<file path="config.mk">
export PLATFORM = sky130hd
export DESIGN_NAME = pll_reconfig_ctrl
export DESIGN_NICKNAME = d
export VERILOG_FILES = /design/src/rtl/pll_reconfig_ctrl.sv
export SDC_FILE = /design/constraint.sdc
export NUM_CORES = 1
export LEC_CHECK = 0
export CELL_PAD_IN_SITES_DETAIL_PLACEMENT = 0
export CELL_PAD_IN_SITES_GLOBAL_PLACEMENT = 1
export CORE_MARGIN = 3
export CORE_UTILIZATION = 38
export DETAILED_ROUTE_END_ITERATION = 6
export HOLD_SLACK_MARGIN = 0.1
export PLACE_DENSITY = 0.78
export SETUP_SLACK_MARGIN = 0.05
export SYNTH_ARGS = -nofsm -noshare
export SYNTH_HDL_FRONTEND = slang
export SYNTH_SLANG_ARGS = --single-unit
</file>
<file path="constraint.sdc">
create_clock -name clk -period 2.2 [get_ports clk]
set_input_delay 0.22 -clock clk [delete_from_list [all_inputs] [get_ports clk]]
set_output_delay 0.22 -clock clk [all_outputs]
set_load 0.05 [all_outputs]
</file>
<file path="src/rtl/pll_reconfig_ctrl.sv">
`default_nettype none
// +----------------------------------------------------------------------------+
// | Module      : pll_reconfig_ctrl                                            |
// | Description : Retune controller for a reconfigurable PLL. A frequency      |
// |               request is turned into a feedback count m (smallest multiple |
// |               of the requested LO frequency that lands in the VCO window)  |
// |               and a matching post-divider c0. The block then loads them    |
// |               into the reconfig engine, pulses the PLL reset and qualifies |
// |               lock before reporting locked.                                |
// | Option      : PLL_RECFG_PENDING_EN - when defined, a request arriving      |
// |               while a retune is in progress is held in a one-deep pending  |
// |               slot and started once the controller is idle again. When     |
// |               undefined, such requests are dropped.                        |
// | Revision    : 1.0 - initial release                                        |
// +----------------------------------------------------------------------------+
// Ports:
//   clk         in   system clock
//   reset_n     in   asynchronous active-low reset
//   if_freq     in   [8:0] requested LO frequency in MHz
//   freq_strobe in   one-cycle retune request
//   busy        in   reconfig engine busy
//   pll_lock    in   raw PLL lock indicator
//   m           out  [8:0] feedback count
//   n           out  [8:0] pre-divide count (fixed at N_DIV)
//   c0          out  [8:0] post-divide count
//   strobe      out  one-cycle reconfig load pulse
//   pll_reset   out  one-cycle PLL reset pulse
//   locked      out  retune complete and lock qualified
//   err         out  last request rejected or timed out
//
// M_MAX must not exceed 511 because m is a 9-bit port.

module pll_reconfig_ctrl #(
  parameter int N_DIV        = 50,
  parameter int M_MIN        = 300,
  parameter int M_MAX        = 511,
  parameter int C_MAX        = 255,
  parameter int LOCK_TIMEOUT = 4096
) (
  input  logic       clk,
  input  logic       reset_n,
  input  logic [8:0] if_freq,
  input  logic       freq_strobe,
  input  logic       busy,
  input  logic       pll_lock,
  output logic [8:0] m,
  output logic [8:0] n,
  output logic [8:0] c0,
  output logic       strobe,
  output logic       pll_reset,
  output logic       locked,
  output logic       err
);

  localparam int         TMR_W     = $clog2(LOCK_TIMEOUT + 1);
  localparam logic [9:0] M_MIN_V   = 10'(M_MIN);
  localparam logic [9:0] M_MAX_V   = 10'(M_MAX);
  localparam logic [8:0] C_MAX_V   = 9'(C_MAX);
  localparam logic [8:0] N_DIV_V   = 9'(N_DIV);
  localparam logic [TMR_W-1:0] TMR_LAST = TMR_W'(LOCK_TIMEOUT - 1);
  // Lock is qualified on the 16th consecutive high sample.
  localparam logic [4:0] LOCK_LAST = 5'd15;

  typedef enum logic [2:0] {
    S_IDLE      = 3'd0,
    S_SEARCH    = 3'd1,
    S_LOAD      = 3'd2,
    S_BLANK     = 3'd3,
    S_WAIT_BUSY = 3'd4,
    S_PLL_RST   = 3'd5,
    S_WAIT_LOCK = 3'd6
  } state_t;

  state_t           state_q, state_d;
  logic [8:0]       f_q, f_d;
  // 10 bits: acc is only advanced while below M_MIN (<= 511), so acc + f
  // stays below 1023 and the range test never sees a wrapped value.
  logic [9:0]       acc_q, acc_d;
  logic [8:0]       c_q, c_d;
  logic [8:0]       m_q, m_d;
  logic [8:0]       c0_q, c0_d;
  // Shared counter: blanking cycles in BLANK, consecutive lock samples in
  // WAIT_LOCK.
  logic [4:0]       cnt_q, cnt_d;
  logic [TMR_W-1:0] tmr_q, tmr_d;
  logic             locked_q, locked_d;
  logic             err_q, err_d;
  logic             strobe_q, strobe_d;
  logic             pll_reset_q, pll_reset_d;

  // Request seen by IDLE: a live strobe, or (optionally) a held request.
  logic             req_v;
  logic [8:0]       req_f;

`ifdef PLL_RECFG_PENDING_EN
  logic             pend_q, pend_d;
  logic [8:0]       pend_f_q, pend_f_d;

  always_comb begin
    req_v    = freq_strobe;
    req_f    = if_freq;
    pend_d   = pend_q;
    pend_f_d = pend_f_q;
    // A live strobe in IDLE is the newest request and wins over a held one.
    if (!freq_strobe && pend_q) begin
      req_v = 1'b1;
      req_f = pend_f_q;
    end
    if (state_q == S_IDLE) begin
      pend_d = 1'b0;
    end else if (freq_strobe) begin
      pend_d   = 1'b1;
      pend_f_d = if_freq;
    end
  end

  always_ff @(posedge clk or negedge reset_n) begin
    if (!reset_n) begin
      pend_q   <= 1'b0;
      pend_f_q <= '0;
    end else begin
      pend_q   <= pend_d;
      pend_f_q <= pend_f_d;
    end
  end
`else
  always_comb begin
    req_v = freq_strobe;
    req_f = if_freq;
  end
`endif

  always_comb begin
    state_d     = state_q;
    f_d         = f_q;
    acc_d       = acc_q;
    c_d         = c_q;
    m_d         = m_q;
    c0_d        = c0_q;
    cnt_d       = cnt_q;
    tmr_d       = tmr_q;
    locked_d    = locked_q;
    err_d       = err_q;
    strobe_d    = 1'b0;
    pll_reset_d = 1'b0;

    case (state_q)
      S_IDLE: begin
        if (req_v && (req_f != 9'd0)) begin
          f_d      = req_f;
          acc_d    = {1'b0, req_f};
          c_d      = 9'd1;
          locked_d = 1'b0;
          err_d    = 1'b0;
          state_d  = S_SEARCH;
        end else begin
          if (req_v) begin
            err_d = 1'b1;
          end
          if (!pll_lock) begin
            locked_d = 1'b0;
          end
        end
      end

      S_SEARCH: begin
        if (acc_q > M_MAX_V) begin
          err_d   = 1'b1;
          state_d = S_IDLE;
        end else if (acc_q >= M_MIN_V) begin
          m_d     = acc_q[8:0];
          c0_d    = c_q;
          state_d = S_LOAD;
        end else if (c_q == C_MAX_V) begin
          err_d   = 1'b1;
          state_d = S_IDLE;
        end else begin
          acc_d = acc_q + {1'b0, f_q};
          c_d   = c_q + 9'd1;
        end
      end

      S_LOAD: begin
        cnt_d   = '0;
        state_d = S_BLANK;
      end

      // The engine may not have raised busy yet right after the load pulse.
      S_BLANK: begin
        if (cnt_q == 5'd1) begin
          cnt_d   = '0;
          state_d = S_WAIT_BUSY;
        end else begin
          cnt_d = cnt_q + 5'd1;
        end
      end

      S_WAIT_BUSY: begin
        if (!busy) begin
          state_d = S_PLL_RST;
        end
      end

      S_PLL_RST: begin
        cnt_d   = '0;
        tmr_d   = '0;
        state_d = S_WAIT_LOCK;
      end

      S_WAIT_LOCK: begin
        if (pll_lock && (cnt_q == LOCK_LAST)) begin
          locked_d = 1'b1;
          state_d  = S_IDLE;
        end else if (tmr_q == TMR_LAST) begin
          err_d   = 1'b1;
          state_d = S_IDLE;
        end else begin
          tmr_d = tmr_q + TMR_W'(1);
          cnt_d = pll_lock ? (cnt_q + 5'd1) : 5'd0;
        end
      end

      default: begin
        state_d = S_IDLE;
      end
    endcase

    // Pulses are registered so they come straight from flops.
    strobe_d    = (state_d == S_LOAD);
    pll_reset_d = (state_d == S_PLL_RST);
  end

  always_ff @(posedge clk or negedge reset_n) begin
    if (!reset_n) begin
      state_q     <= S_IDLE;
      f_q         <= '0;
      acc_q       <= '0;
      c_q         <= '0;
      m_q         <= '0;
      c0_q        <= '0;
      cnt_q       <= '0;
      tmr_q       <= '0;
      locked_q    <= 1'b0;
      err_q       <= 1'b0;
      strobe_q    <= 1'b0;
      pll_reset_q <= 1'b0;
    end else begin
      state_q     <= state_d;
      f_q         <= f_d;
      acc_q       <= acc_d;
      c_q         <= c_d;
      m_q         <= m_d;
      c0_q        <= c0_d;
      cnt_q       <= cnt_d;
      tmr_q       <= tmr_d;
      locked_q    <= locked_d;
      err_q       <= err_d;
      strobe_q    <= strobe_d;
      pll_reset_q <= pll_reset_d;
    end
  end

  assign m         = m_q;
  assign n         = N_DIV_V;
  assign c0        = c0_q;
  assign strobe    = strobe_q;
  assign pll_reset = pll_reset_q;
  assign locked    = locked_q;
  assign err       = err_q;

endmodule

`default_nettype wire
</file>
==> results of run 1 <==
==> power by group through the flow <==
stage | logic, mW | registers (mW) | clock network [mW]
6_report | 3.93 | 2.07 | 1.17
5_1_grt | 4.34 | 2.14 | 1.25
4_1_cts | 3.77 | 2.08 | 1.19
3_5_place_dp | 3.73 | 2.10 | 0
3_3_place_gp | 3.67 | 2.09 | 0
2_1_floorplan | 2.01 | 2.57 | 0
==> synthesized netlist by cell type (5+ instances only) <==
library cell / count / area (µm²)
ha_1: 15 / 188
a21oi_1: 16 / 80.1
o21ai_0: 19 / 95.1
xnor2_1: 12 / 105
nor2_1: 36 / 135
and3_1: 6 / 37.5
nand2b_1: 6 / 37.5
dfrtp_1: 71 / 1780
nand2_1: 37 / 139
buf_4: 10 / 75.1
clkbuf_1: 5 / 18.8
nand3_1: 15 / 75.1
nor4_1: 5 / 31.3
a21o_1: 6 / 45.0
or3_1: 5 / 31.3
nor3_1: 11 / 55.1
buf_2: 7 / 35.0
inv_1: 14 / 52.6
mux2_2: 21 / 236
==> per-stage QoR <==
step	TNS (ns)	cell area [µm²]	util (%)	hold WS (ns)	setup slack, ns
global placement	-1.73	4530	47.9	0.225	-0.199
finish	0	4850	51.2	0.372	0.173
CTS	0	4770	50.4	0.376	0.00890
detailed placement	-2.82	4530	47.9	0.227	-0.256
global route	0	4850	51.2	0.428	0.0409
floorplan	0	3830	-	-0.0756	0.201
==> layout make-up <==
type                    instances  share of cell area (%)
clock buffers                   9                    2.56
clock inverters                 7                    2.01
inverters                      14                    1.08
multi-input cells             280                    40.0
flip-flops and latches         71                    36.7
well taps                     129                    3.33
repair buffers                 76                    14.3
==> final timing paths <==
check                             to      from  depth (start not counted)
max                         cnt_q[3]  cnt_q[0]                          8
min                         cnt_q[2]   reset_n                          2
max reg2reg                 cnt_q[3]  cnt_q[0]                          8
min reg2reg                     m[8]      m[8]                          1
max in group asynchronous     c_q[0]   reset_n                          3
min in group clk           pll_reset      busy                          2
==> metal layers <==
layer / part of all wire (%) / up-vias / global-route usage [%]
met3: 3.8 / 11 / 3.40
met5: 0 / - / 0
li1: - / 1485 / -
met4: 1.3 / 0 / 5.83
met2: 48 / 63 / 25.0
met1: 47 / 1477 / 21.9
==> timing repair <==
| action | in CTS | in global routing |
|---|---|---|
| hold buffers | 1 | 0 |
| endpoints found under the hold margin | 21 | 0 |
| resized for setup | 4 | 19 |
| pin swaps | 0 | 4 |
| endpoints found under the setup margin | 6 | 26 |
| buffers inserted | 0 | 1 |
==> flip-flops by register name (all words and copies together), names as in the netlist <==
name	count
tmr_q	13
acc_q	10
c0	9
c_q	9
f_q	9
m	9
cnt_q	5
state_q	3
err	1
locked	1
pll_reset	1
strobe	1
==> cell families (layout without fill, tap and decap cells) <==
group | count (synthesis) | count (layout) | share of synthesized area, %
flops | 71 | 71 | 46.8
compound gates | 72 | 72 | 12.2
buf+inv | 36 | 106 | 4.77
simple gates | 145 | 145 | 20.3
fa+ha+maj | 16 | 16 | 5.47
mux | 23 | 23 | 6.75
xor+xnor | 15 | 15 | 3.46
other cells | 2 | 9 | 0.198
==> results.toml, run 1 <==
[run_status]
status = "complete, no violations"

[cells_and_area]
mostFrequentLayoutCells = "dfrtp_1 (71), buf_4 (37), nand2_1 (35), nor2_1 (35), clkdlybuf4s50_1 (34)"
multi_input_area_um2 = 1940
area_growth_syn_to_layout_pct = 27.5
layout_commonest_cell = "dfrtp_1"
register_area_um2 = 1780
antenna_cells = 0
nFillCells = 893
instances_no_fill = 586
drive_gt1_share_pct = 22.1
nets = 482

[timing]
slew_viol_final = 0
slew_headroom_pct = 57.1
setup_viol = 0
clock.fmax_mhz = 493
rsz0062_at_grt = "no"
finalCriticalPeriod_ns = 2.03
finalHoldViolCount = 0
tightest_slew_ns = 0.640
skew_ns = 0.00880
finalCritPeriodShare_pct = 92.1

[floorplanning]
die_y_um = 106
core_area_um2 = 9460
io-pin-count = 45
initial_core_util_pct = 40.2
dieWidth_um = 106
die_area_um2 = 11200
row_count = 35

[placement]
dp_hpwl_um = 6180
io_buffers = 35
placed_cells = 568
place_congestion = 0.800

[power_and_ir_drop]
total_power_mw = 7.17
switchingPower_mw = 3.06
p_sw_share_pct = 42.7
p_per_area_nw_per_um2 = 1480
sequentialPowerShare_pct = 28.9
clkPwrFrac_pct = 16.3
p_leak_nw = 2.14
intPower_mw = 4.11
max-vdd-ir-drop_uv = 598
power.share.combinational_pct = 54.8

[synthesis]
synth_edf_count = 0
ys_warn_count = 0
synthesis.instances = 380
postSynthAreaPerCell_um2 = 10.0
netlist_area_um2 = 3800
synthArstFlopShare_pct = 100
ys_seq_elements = 71
ys.flop_type = "dfrtp_1"
synth_cell_types = 55
seq_area_frac_synth_pct = 46.8

[critical_path]
cp_max_fo = 7
crit_family = "simple AND/OR/NAND/NOR gates"
cp.arrival_ns = 2.30
required_ns = 2.47
start_kind = "flip-flop"
crit_chain = "ha_1, and3_1, ha_1, nand2_2, nand2_2, o21ba_2, or2_2, o2bb2ai_1"
path_class = "flip-flop to flip-flop"
end_kind = "flip-flop"
slowest_delay_ns = 0.39
critical_path_buf_inv_count = 0
reg2reg_slack_ns = 0.17
cp_slowest_cell = "dfrtp_1"

[drt]
drc = 0
dr.pass1.iters = 4
vias_per_cell = 5.18
antenna_left = 0
wl_per_cell_um = 14.3
routed-via-count = 3036
wirelength_um = 8400
drt_iter0_drc = 163

[grt]
grt_overflow = 0
grt_pass1_vias = 2988
grt_max_degree = 51
grtUsageTotal_pct = 16.0
grt_pass1_wl_um = 14400
antenna_found_initial = 0

[clocking]
cts_tree = "done"
htree_levels = 3
clock-sinks = 71
clk_latency_ns = 0.35
cts_made_buffers = 9
cts-root-buf = "clkbuf_8"
clockBufferDepth = 2
clk_transition_reported_paths_ns = 0.07

[min_path]
hold_class = "input pin to asynchronous set/reset pin"

[run]
cap_violations = 0
Note: power is estimated with default switching activity, not from simulation.
==> run 2, diff against run 1 <==
--- a/config.mk
+++ b/config.mk
@@ -11,7 +11,7 @@
 export CORE_UTILIZATION = 38
 export DETAILED_ROUTE_END_ITERATION = 6
 export HOLD_SLACK_MARGIN = 0.1
-export PLACE_DENSITY = 0.78
+export PLACE_DENSITY_LB_ADDON = 0.1
 export SETUP_SLACK_MARGIN = 0.05
 export SYNTH_ARGS = -nofsm -noshare
 export SYNTH_HDL_FRONTEND = slang
==> run 2 against run 1 <==
Compared with the run above: critical path depth decreased by 1; utilization decreased by 0.54 points; global-route usage increased by 0.95 points; combinational power about the same; die area unchanged; clock skew increased by 0.0049 ns; routed wire length increased by 8.0%; sequential share of layout area increased by 0.39 points; hold slack improved by 0.064 ns.
==> results.toml, run 2 (synthesized netlist as in run 1, its figures left out) <==
[cells_and_area]
layout_commonest_cell = "dfrtp_1"
nets = 481
mostFrequentLayoutCells = "dfrtp_1 (71), buf_4 (39), nand2_1 (36)"
regMostFlops = "tmr_q"
largest_reg_flops = 13
antenna_cells = 0
area_growth_syn_to_layout_pct = 26.2
instances_no_fill = 584
top_regs = "tmr_q (13), acc_q (10)"
utilization_pct = 50.7
drive_gt1_share_pct = 21.3

[clocking]
htree_levels = 3
cts-root-buf = "clkbuf_8"
postCtsSetupRepairBufs = 0
clockBufferDepth = 2
clk_transition_reported_paths_ns = 0.08
clk_latency_ns = 0.35
cts_tree = "done"
cts_made_buffers = 9
clock-sinks = 71

[drt]
drc = 0
antenna_left = 0
wl_per_cell_um = 15.5
vias_per_cell = 5.16
routed-via-count = 3014
dr.pass1.iters = 4
wirelength_um = 9070
drt_iter0_drc = 104

[critical_path]
start_kind = "flip-flop"
rr_endpoint = "acc_q[4]"
reg2reg_slack_ns = 0.11
cp.arrival_ns = 2.37
path_class = "flip-flop to flip-flop"
end_kind = "flip-flop"
reg2regPathDepth = 7
cp_max_fo = 9
required_ns = 2.48
worstReg2RegStart = "state_q[1]"

[placement]
io_buffers = 35
place_ws_ns = -0.0891
dp_hpwl_um = 6580
placed_cells = 568
place_congestion = 0.834

[run_status]
status = "complete, no violations"

[timing]
finalCriticalPeriod_ns = 2.09
rsz0062_at_grt = "yes"
fin_hold_ws_ns = 0.437
finalHoldViolCount = 0
slew_viol_final = 0
setup_ws_ns = 0.111
setup_viol = 0
skew_ns = 0.0136
finalSetupTns_ns = 0
tightest_slew_ns = 0.922
finalCritPeriodShare_pct = 95.0
slew_headroom_pct = 38.5
clock.fmax_mhz = 479

[power_and_ir_drop]
p_sw_share_pct = 43.0
max-vdd-ir-drop_uv = 551
sequentialPowerShare_pct = 29.4
power.share.combinational_pct = 54.7
intPower_mw = 4.11
p_per_area_nw_per_um2 = 1500
switchingPower_mw = 3.10
clkPwrFrac_pct = 15.9
p_leak_nw = 2.12

[floorplanning]
die_y_um = 106
core_area_um2 = 9460
initial_core_util_pct = 40.2
die_area_um2 = 11200
dieWidth_um = 106
io-pin-count = 45
row_count = 35

[grt]
antenna_found_initial = 0
grt_overflow = 0
grt_max_degree = 72
grt_pass1_vias = 2904
grtUsageTotal_pct = 16.9
grt_pass1_wl_um = 14900

[min_path]
hold_class = "input pin to flip-flop"
min_to = "pll_reset"
hp-start = "busy"
holdPathStages = 2

[run]
cap_violations = 0
-- run 2: cell types whose count changed in the layout (fill, tap and decap cells not counted), sizes merged --
cell      before  now
clkinvlp       2    1
buf           41   40
-- run 2: power by group through the flow --
stage | clock (mW) | sequential (mW) | combinational, mW
finish | 1.15 | 2.12 | 3.94
global route | 1.24 | 2.17 | 4.32
CTS | 1.18 | 2.11 | 3.84
detailed placement | 0 | 2.14 | 3.79
global placement | 0 | 2.13 | 3.77
floorplan | 0 | 2.57 | 2.01
-- run 2: what timing repair did --
action,CTS,global route
pin swaps,0,1
endpoints found under the setup margin,1,17
endpoints found under the hold margin,71,0
hold buffers,1,0
gates resized for setup,3,12
-- run 2: worst max path at each step --
stage	startpoint	endpoint	slack [ns]	depth (start not counted)
after global placement	freq_strobe	acc_q[3]	-0.05	6
after global routing	f_q[1]	acc_q[7]	0.04	6
after CTS	cnt_q[0]	cnt_q[0]	0.06	8
final	state_q[1]	acc_q[4]	0.11	7
after floorplan	f_q[1]	acc_q[9]	0.20	6
after detailed placement	freq_strobe	acc_q[3]	-0.09	6
-- run 2: worst max-delay path, stage by stage, from the launching register on --
cell,delay (ns)
dfrtp_1,0.44
or4b_2,0.73
a31oi_4,0.24
buf_4,0.17
a21o_1,0.12
buf_12,0.13
nor2_1,0.05
a41oi_2,0.13
-- run 2: routing by layer --
metal  vias to the layer above  routed length [µm]  global-route usage [%]
li1                       1480                   -                       -
met1                      1463                4600                    24.1
met2                        62                4000                    25.7
met3                         9                 334                    3.46
met4                         0                 138                    5.74
met5                         -                   0                       0
-- run 2: area by class of cell --
type | count | area, µm²
multi-input cells | 280 | 1930
flip-flops and latches | 71 | 1780
clock buffers | 9 | 124
clock inverters | 6 | 86.3
well taps | 129 | 161
fillers | 918 | 4660
inverters | 14 | 52.6
repair buffers | 75 | 663
-- run 2: through the flow --
| step | cell area (µm²) | total power [mW] |
|---|---|---|
| global placement | 4520 | 5.89 |
| finish | 4790 | 7.21 |
| detailed placement | 4520 | 5.92 |
| floorplan | 3830 | 4.58 |
| CTS | 4740 | 7.13 |
| global route | 4790 | 7.73 |
==> run 3, diff against run 2 <==
--- a/config.mk
+++ b/config.mk
@@ -7,7 +7,6 @@
 export LEC_CHECK = 0
 export CELL_PAD_IN_SITES_DETAIL_PLACEMENT = 0
 export CELL_PAD_IN_SITES_GLOBAL_PLACEMENT = 1
-export CORE_MARGIN = 3
 export CORE_UTILIZATION = 38
 export DETAILED_ROUTE_END_ITERATION = 6
 export HOLD_SLACK_MARGIN = 0.1
==> run 3 against run 2 <==
Compared with the run above: the flow now finishes with violations (design-rule violations); critical path depth shrank 2; fmax increased by 1.7%; first-iteration DRC count is 12% lower; clock skew fell by 0.0028 ns; worst setup slack gained 0.035 ns; highest routed layer unchanged; critical path type unchanged; sequential share of layout area down 0.24 points.
==> results.toml, run 3 (synthesized netlist as in run 1, its figures left out) <==
[critical_path]
required_ns = 2.43
path_class = "flip-flop to flip-flop"
end_kind = "flip-flop"
slowest_delay_ns = 0.71
start_kind = "flip-flop"
cp_slowest_cell = "or4b_2"
worstReg2RegStart = "state_q[1]"
reg2regPathDepth = 5
cp_max_fo = 7
rr_endpoint = "f_q[0]"
crit_chain = "or4b_2, a31oi_4, buf_6, buf_4, mux2_2"
reg2reg_slack_ns = 0.15
cp.arrival_ns = 2.29

[drt]
wirelength_um = 9030
antenna_left = 0
wl_per_cell_um = 15.3
dr.pass1.iters = 7
routed-via-count = 3054
drc = 1
drt_iter0_drc = 92
vias_per_cell = 5.17

[floorplanning]
core_area_um2 = 9730
initial_core_util_pct = 39.1
die_y_um = 102
dieWidth_um = 102
die_area_um2 = 10400
row_count = 36
io-pin-count = 45

[timing]
clock.fmax_mhz = 487
finalSetupTns_ns = 0
finalHoldViolCount = 0
skew_ns = 0.0109
fin_hold_ws_ns = 0.368
setup_viol = 0
finalCriticalPeriod_ns = 2.05
slew_headroom_pct = 62.9
rsz0062_at_grt = "yes"
tightest_slew_ns = 0.556
slew_viol_final = 0
finalCritPeriodShare_pct = 93.4

[clocking]
cts_tree = "done"
htree_levels = 3
postCtsSetupRepairBufs = 0
clockBufferDepth = 2
clk_latency_ns = 0.35
clock-sinks = 71
clk_transition_reported_paths_ns = 0.08
cts-root-buf = "clkbuf_8"
cts_made_buffers = 9

[cells_and_area]
drive_gt1_share_pct = 22.5
largest_reg_flops = 13
area_growth_syn_to_layout_pct = 27.0
antenna_cells = 0
mostFrequentLayoutCells = "dfrtp_1 (71), buf_4 (40), nand2_1 (35), nor2_1 (35), clkdlybuf4s50_1 (34)"
nets = 484
top_regs = "tmr_q (13), acc_q (10)"
regMostFlops = "tmr_q"
layout_commonest_cell = "dfrtp_1"

[grt]
grt_pass1_wl_um = 14700
grt_pass1_vias = 2858
grt_overflow = 0
grt_max_degree = 41
antenna_found_initial = 0
grtUsageTotal_pct = 18.8

[power_and_ir_drop]
p_per_area_nw_per_um2 = 1480
max-vdd-ir-drop_uv = 526
p_leak_nw = 2.14

[run_status]
status = "complete, but fails checks"
violations = "design-rule violations"

[placement]
io_buffers = 35
dp_hpwl_um = 6580
place_congestion = 0.847

[run]
cap_violations = 0

[min_path]
hold_class = "input pin to asynchronous set/reset pin"
run 3: cell count changes in the layout (fill, tap and decap cells not counted), sizes merged:
cell    previous run  this run
clkinv             3         2
buf               40        43
bufinv             2         0
clkbuf             9        12
run 3: worst max-delay path by stage:
stage               slack [ns]        start  cells after the start  endpoint
global route              0.01       f_q[1]                      6  acc_q[9]
global placement         -0.09  freq_strobe                      6    f_q[4]
detailed placement       -0.10  freq_strobe                      6  acc_q[3]
CTS                       0.05       f_q[1]                      6  acc_q[9]
floorplan                 0.20       f_q[1]                      6  acc_q[9]
finish                    0.15   state_q[1]                      5    f_q[0]
run 3: worst max-delay path, delay by kind of cell (launching register included):
family / cells / cell delay, ns
compound gates: 1 / 0.20
buf+inv: 2 / 0.29
flops: 1 / 0.40
mux: 1 / 0.33
simple gates: 1 / 0.71
run 3: per-layer routing:
metal / part of all wire, % / vias to the layer above / track usage (%)
met5: 0 / - / 0
met2: 45 / 49 / 29.0
li1: - / 1494 / -
met4: 1.6 / 0 / 7.80
met3: 2.8 / 11 / 3.08
met1: 51 / 1500 / 26.3
run 3: layout make-up:
cell class                 instances  area, µm²
timing repair buffer              78        702
sequential                        71       1780
fill                             948       4900
multi-input combinational        280       1950
clock inverter                     3       17.5
inverter                          14       52.6
tap                              133        166
clock buffer                      12        165
run 3: per-stage QoR:
step                util (%)  setup slack (ns)  area (µm²)  power (mW)  instances
floorplan                  -             0.201        3830        4.58        387
global placement        46.8           -0.0914        4560        5.96        575
detailed placement      46.8            -0.102        4560        5.99        575
CTS                     48.9            0.0525        4760        7.02        591
global route            49.6            0.0118        4830        7.64        591
finish                  49.6             0.146        4830        7.12        591
run 3: what timing repair did:
action                                 CTS  global route
setup endpoints to repair                6            20
hold buffers                             1             0
endpoints found under the hold margin   31             0
pin swaps                                0             2
gates resized for setup                  3            17
run 3: report_power, final:
part,leakage (nW),switching (mW),internal (mW)
Sequential,0.908,0.327,1.76
Clock,0.0942,0.508,0.492
Combinational,1.13,2.28,1.76
==> variant 1: new RTL, config.mk and constraints of run 2 <==
Change the parameter `LOCK_TIMEOUT` from 4096 to 8192.
--- a/src/rtl/pll_reconfig_ctrl.sv
+++ b/src/rtl/pll_reconfig_ctrl.sv
@@ -35,7 +35,7 @@
   parameter int M_MIN        = 300,
   parameter int M_MAX        = 511,
   parameter int C_MAX        = 255,
-  parameter int LOCK_TIMEOUT = 4096
+  parameter int LOCK_TIMEOUT = 8192
 ) (
   input  logic       clk,
   input  logic       reset_n,
Function: no difference found for any inputs over 10 cycles, from zero or initial values and one cycle with reset_n low; that may be too few to reach the edited logic, so the function may still have changed.
==> variant 1 against run 2 <==
  * Worst setup slack improved by 0.025 ns
  * Clock skew decreased by 0.0023 ns
  * Via count decreased by 1.4%
  * Highest routed layer unchanged
  * Routed wire length decreased by 8.8%
  * Area after synthesis decreased by 0.40%
  * Sequential cell count increased by 1
  * Power decreased by 3.6%
  * Sequential power decreased by 3%
  * Utilization increased by 0.65 points
  * Count of clock-buffer cells in the layout unchanged
  * Non-clock buffer count increased by 6
  * Final area increased by 1.3%
  * Largest power group unchanged
==> variant 1: results (changes against run 2) <==
.. list-table::
   :header-rows: 1

   * - Metric
     - Value
   * - Yosys reg bits
     - 72 (+1.4%)
   * - Non-clock buffering overhead
     - 14.6% (+0.78 points)
   * - Share of synthesized cell area in full adder, half adder and majority cells
     - 5.49% (+0.022 points)
   * - Worst relative slew slack
     - 64.3% (+26 points)
   * - Highest-delay cell along the critical path
     - sky130_fd_sc_hd__clkdlybuf4s50_1
   * - Part of the total power dissipated in combinational logic
     - 52.1% (-2.6 points)
   * - Inst Count DP
     - 586 (+3.2%)
   * - First-pass GRT wire length
     - 14.3 mm (-4.0%)
   * - Launching instance or port of the critical path
     - if_freq[0]
   * - Synth Area in XOR/XNOR
     - 3.70% (+0.25 points)
   * - Multi-Input Combinational
     - 293 (+4.6%)
   * - VDD IR max
     - 0.547 mV (-0.62%)
   * - Worst Hold Class
     - in2async
   * - Setup Slack @ Placement
     - -0.313 ns (-0.224 ns)
   * - Estimated wirelength of the detail-placed design
     - 6.25 mm (-4.9%)
   * - Core Util, Final
     - 51.3% (+0.65 points)
   * - Detailed-route wire length per cell
     - 13.7 um (-12%)
   * - Setup Skew
     - 0.0113 ns (-0.00233 ns)
   * - Slack of the worst reg-to-reg path
     - 0.14 ns (+0.02 ns)
   * - Total Power Consumption
     - 6950 uW (-3.6%)
   * - Post-place instance area
     - 4540 sq um (+0.58%)
   * - Sequential portion of the cell area
     - 37.1% (+0.048 points)
   * - Filler cell count in the final layout
     - 917 (-0.11%)
   * - Share of synthesized area spent on multiplexers
     - 5.79% (-0.96 points)
   * - Cell count after synthesis
     - 393 (+3.4%)
   * - Pin count of the biggest net entering global routing
     - 28 (-61%)
   * - Non-clock inverter instance count of the final layout
     - 13 (-1)
   * - Run status
     - finished clean
-- variant 1: cell count changes after synthesis, moves of 4 or more --
| cell | before | now |
|---|---|---|
| sky130_fd_sc_hd__nor3_1 | 11 | 7 |
| sky130_fd_sc_hd__mux2_2 | 21 | 11 |
| sky130_fd_sc_hd__mux2i_1 | 2 | 8 |
| sky130_fd_sc_hd__nand3_1 | 15 | 11 |
| sky130_fd_sc_hd__o21ai_0 | 19 | 26 |
| sky130_fd_sc_hd__xnor2_1 | 12 | 8 |
| sky130_fd_sc_hd__a21oi_1 | 16 | 12 |
| sky130_fd_sc_hd__nor2_1 | 36 | 31 |
| sky130_fd_sc_hd__a21o_1 | 6 | 1 |
| sky130_fd_sc_hd__nand2_1 | 37 | 70 |
| sky130_fd_sc_hd__nor2b_1 | 3 | 7 |
| sky130_fd_sc_hd__xor2_1 | 3 | 8 |
==> variant 2: new RTL, config.mk and constraints of run 2 <==
Made on the original files. `f_q` no longer has a reset.
--- a/src/rtl/pll_reconfig_ctrl.sv
+++ b/src/rtl/pll_reconfig_ctrl.sv
@@ -233,7 +233,6 @@
   always_ff @(posedge clk or negedge reset_n) begin
     if (!reset_n) begin
       state_q     <= S_IDLE;
-      f_q         <= '0;
       acc_q       <= '0;
       c_q         <= '0;
       m_q         <= '0;
@@ -246,7 +245,6 @@
       pll_reset_q <= 1'b0;
     end else begin
       state_q     <= state_d;
-      f_q         <= f_d;
       acc_q       <= acc_d;
       c_q         <= c_d;
       m_q         <= m_d;
@@ -260,6 +258,10 @@
     end
   end
 
+  always_ff @(posedge clk) begin
+    f_q <= f_d;
+  end
+
   assign m         = m_q;
   assign n         = N_DIV_V;
   assign c0        = c0_q;
Function: same outputs for any inputs over 10 cycles, from zero or initial values and one cycle with reset_n low; that may be too few to reach the edited logic, so the function may still have changed.
==> variant 2 against run 2 <==
  * Clock power is 4% lower
  * Maximum frequency is 0.63% higher
  * Utilization is 1.3 points lower
  * Area after synthesis is 0.79% lower
  * Routed wire length is 9.3% lower
  * Power is 5.1% lower
  * Sequential cell count stayed put
  * Global-route usage is 1.6 points lower
  * Clock skew hardly changed
  * Worst setup slack better by 0.013 ns
  * Final area is 2.5% lower
  * Largest power group unchanged
  * Highest routed layer unchanged
==> variant 2: results (changes against run 2) <==
.. list-table::
   :header-rows: 1

   * - Metric
     - Value
   * - Run status
     - finished clean
   * - Combined global-route utilization of all metal layers
     - 15.3% (-1.6 points)
   * - Worst skew pair latency
     - 0.35 ns (about the same)
   * - Hold WS
     - 0.392 ns (-0.0448 ns)
   * - EDFF count, synth
     - 9 (+9)
   * - Count of unresolved DRC violations after routing
     - 0 (unchanged)
   * - Setup Skew
     - 0.0132 ns (-0.000412 ns)
   * - Final Net Count
     - 454 (-5.6%)
   * - Arrival @ worst endpoint
     - 2.29 ns (-0.08 ns)
   * - Transition time at the pin with the least slew margin
     - 0.695 ns (-0.227 ns)
   * - Root buffer cell
     - sky130_fd_sc_hd__clkbuf_8
   * - Pin count of the biggest net entering global routing
     - 63 (-13%)
   * - Leak
     - 0.00212 uW (-0.23%)
   * - Max Fanout on Critical Path
     - 7 (-2)
   * - Fraction of registers with async set or reset after synthesis
     - 87.3% (-13 points)
   * - Kind of start point of the critical path
     - register
   * - First-pass GRT wire length
     - 13.6 mm (-8.7%)
   * - Number of buffers on the longest clock path
     - 2 (unchanged)
   * - Vias in the first global route
     - 2710 (-6.7%)
   * - Detailed-route wire length per cell
     - 14.7 um (-5.1%)
   * - Slack of the worst reg-to-reg path
     - 0.12 ns
   * - Biggest area contributors in the synthesized netlist
     - sky130_fd_sc_hd__dfrtp_1, sky130_fd_sc_hd__edfxtp_1, sky130_fd_sc_hd__mux2_4
   * - Ratio of cells with drive above 1 in the final layout
     - 17.7% (-3.6 points)
   * - Library cells used by synthesis
     - 57 (+3.6%)
   * - Worst Hold Class
     - in2async
   * - Estimated wirelength of the detail-placed design
     - 5.96 mm (-9.4%)
   * - ANT cells
     - 0 (unchanged)
   * - Leading cell types by count after synthesis
     - sky130_fd_sc_hd__dfrtp_1, sky130_fd_sc_hd__nand2_1, sky130_fd_sc_hd__nor2_1, sky130_fd_sc_hd__inv_1, sky130_fd_sc_hd__a21oi_1
   * - Average via count per standard cell
     - 5.09 (-1.3%)
   * - Weighted congestion at the end of routability-driven global placement
     - 0.817 (-2.0%)
   * - Filler cell count in the final layout
     - 920 (+0.22%)
   * - Startpoint of the worst register-to-register path
     - acc_q[5]
   * - VDD IR max
     - 0.518 mV (-5.9%)
   * - Sequential area share after synthesis
     - 48.3% (+1.6 points)
   * - Initial detailed-routing violation count
     - 105 (+0.96%)
## variant 2: changes by cell type after synthesis, sizes merged, moves of 3 or more
| cell | change |
|---|---|
| and2 | +4 |
| nand3b | -3 |
| edfxtp | +9 |
| nand4 | +7 |
| mux2 | -7 |
| a21o | -3 |
| inv | +3 |
| xnor2 | -5 |
| nor2 | -7 |
| xor2 | +5 |
| nand3 | -8 |
| dfrtp | -9 |
| o21ai | -4 |
## variant 2: timing repair
| action | 4_1_cts | 5_1_grt |
|---|---|---|
| gates resized for setup | 0 | 9 |
| buffers inserted | 0 | 2 |
| endpoints found under the setup margin | 0 | 14 |
| hold endpoints to repair | 62 | 0 |
| hold buffers | 1 | 0 |
## variant 2: per-layer routing
| layer | global-route usage [%] | up-vias | part of all wire, % |
|---|---|---|---|
| li1 | - | 1397 | - |
| met1 | 21.6 | 1378 | 47 |
| met2 | 23.8 | 58 | 47 |
| met3 | 3.18 | 10 | 4.0 |
| met4 | 4.44 | 0 | 1.5 |
| met5 | 0 | - | 0 |
## variant 2: metrics by stage
step / instance area (sq um) / util [%] / instances / setup WS [ns] / total power [uW]
floorplan: 3800 / - / 367 / 0.150 / 4650
global placement: 4400 / 46.5 / 539 / 0.0718 / 5670
detailed placement: 4400 / 46.5 / 539 / 0.0783 / 5690
CTS: 4620 / 48.8 / 556 / 0.107 / 6820
global route: 4680 / 49.4 / 558 / 0.0437 / 7340
finish: 4680 / 49.4 / 558 / 0.124 / 6840
## variant 2: layout make-up
type | count | area share [%]
sequential | 71 | 39.0
multi-input combinational | 260 | 39.0
timing repair buffer | 65 | 12.8
tap | 129 | 3.45
clock buffer | 11 | 3.26
inverter | 17 | 1.36
clock inverter | 5 | 1.20
## variant 2: worst paths after layout
check | end | cells past startpoint
worst max-delay path | state_q[1] | 5
worst min-delay path | acc_q[4] | 3
max in group asynchronous | acc_q[2] | 3
worst min register to register | m[8] | 1
min in group clk | m[8] | 1
worst max register to register | state_q[1] | 5
## variant 2: cells by family after synthesis
group	after synthesis	share of synthesized area, %
xor gates and xnor gates	15	3.49
and+or+nand+nor	138	19.4
buffers and inverters	36	5.38
other	2	0.199
AOI/OAI and AO/OA	65	11.5
DFF	71	48.3
adders and majority gates	16	5.51
muxes	17	6.27
## variant 2: critical path: stages (launching register included)
cell and delay (ns):
sky130_fd_sc_hd__dfrtp_1 0.44, sky130_fd_sc_hd__a211o_1 0.31, sky130_fd_sc_hd__o21ai_0 0.31, sky130_fd_sc_hd__or3_4 0.27, sky130_fd_sc_hd__inv_1 0.11, sky130_fd_sc_hd__or4_1 0.50
## variant 2: where the power goes
group          internal (uW)  total (uW)  switching, uW  leakage [uW]
logic                   1520        3580           2060       0.00114
registers               1790        2160            365      0.000871
clock network            591        1100            505      0.000104
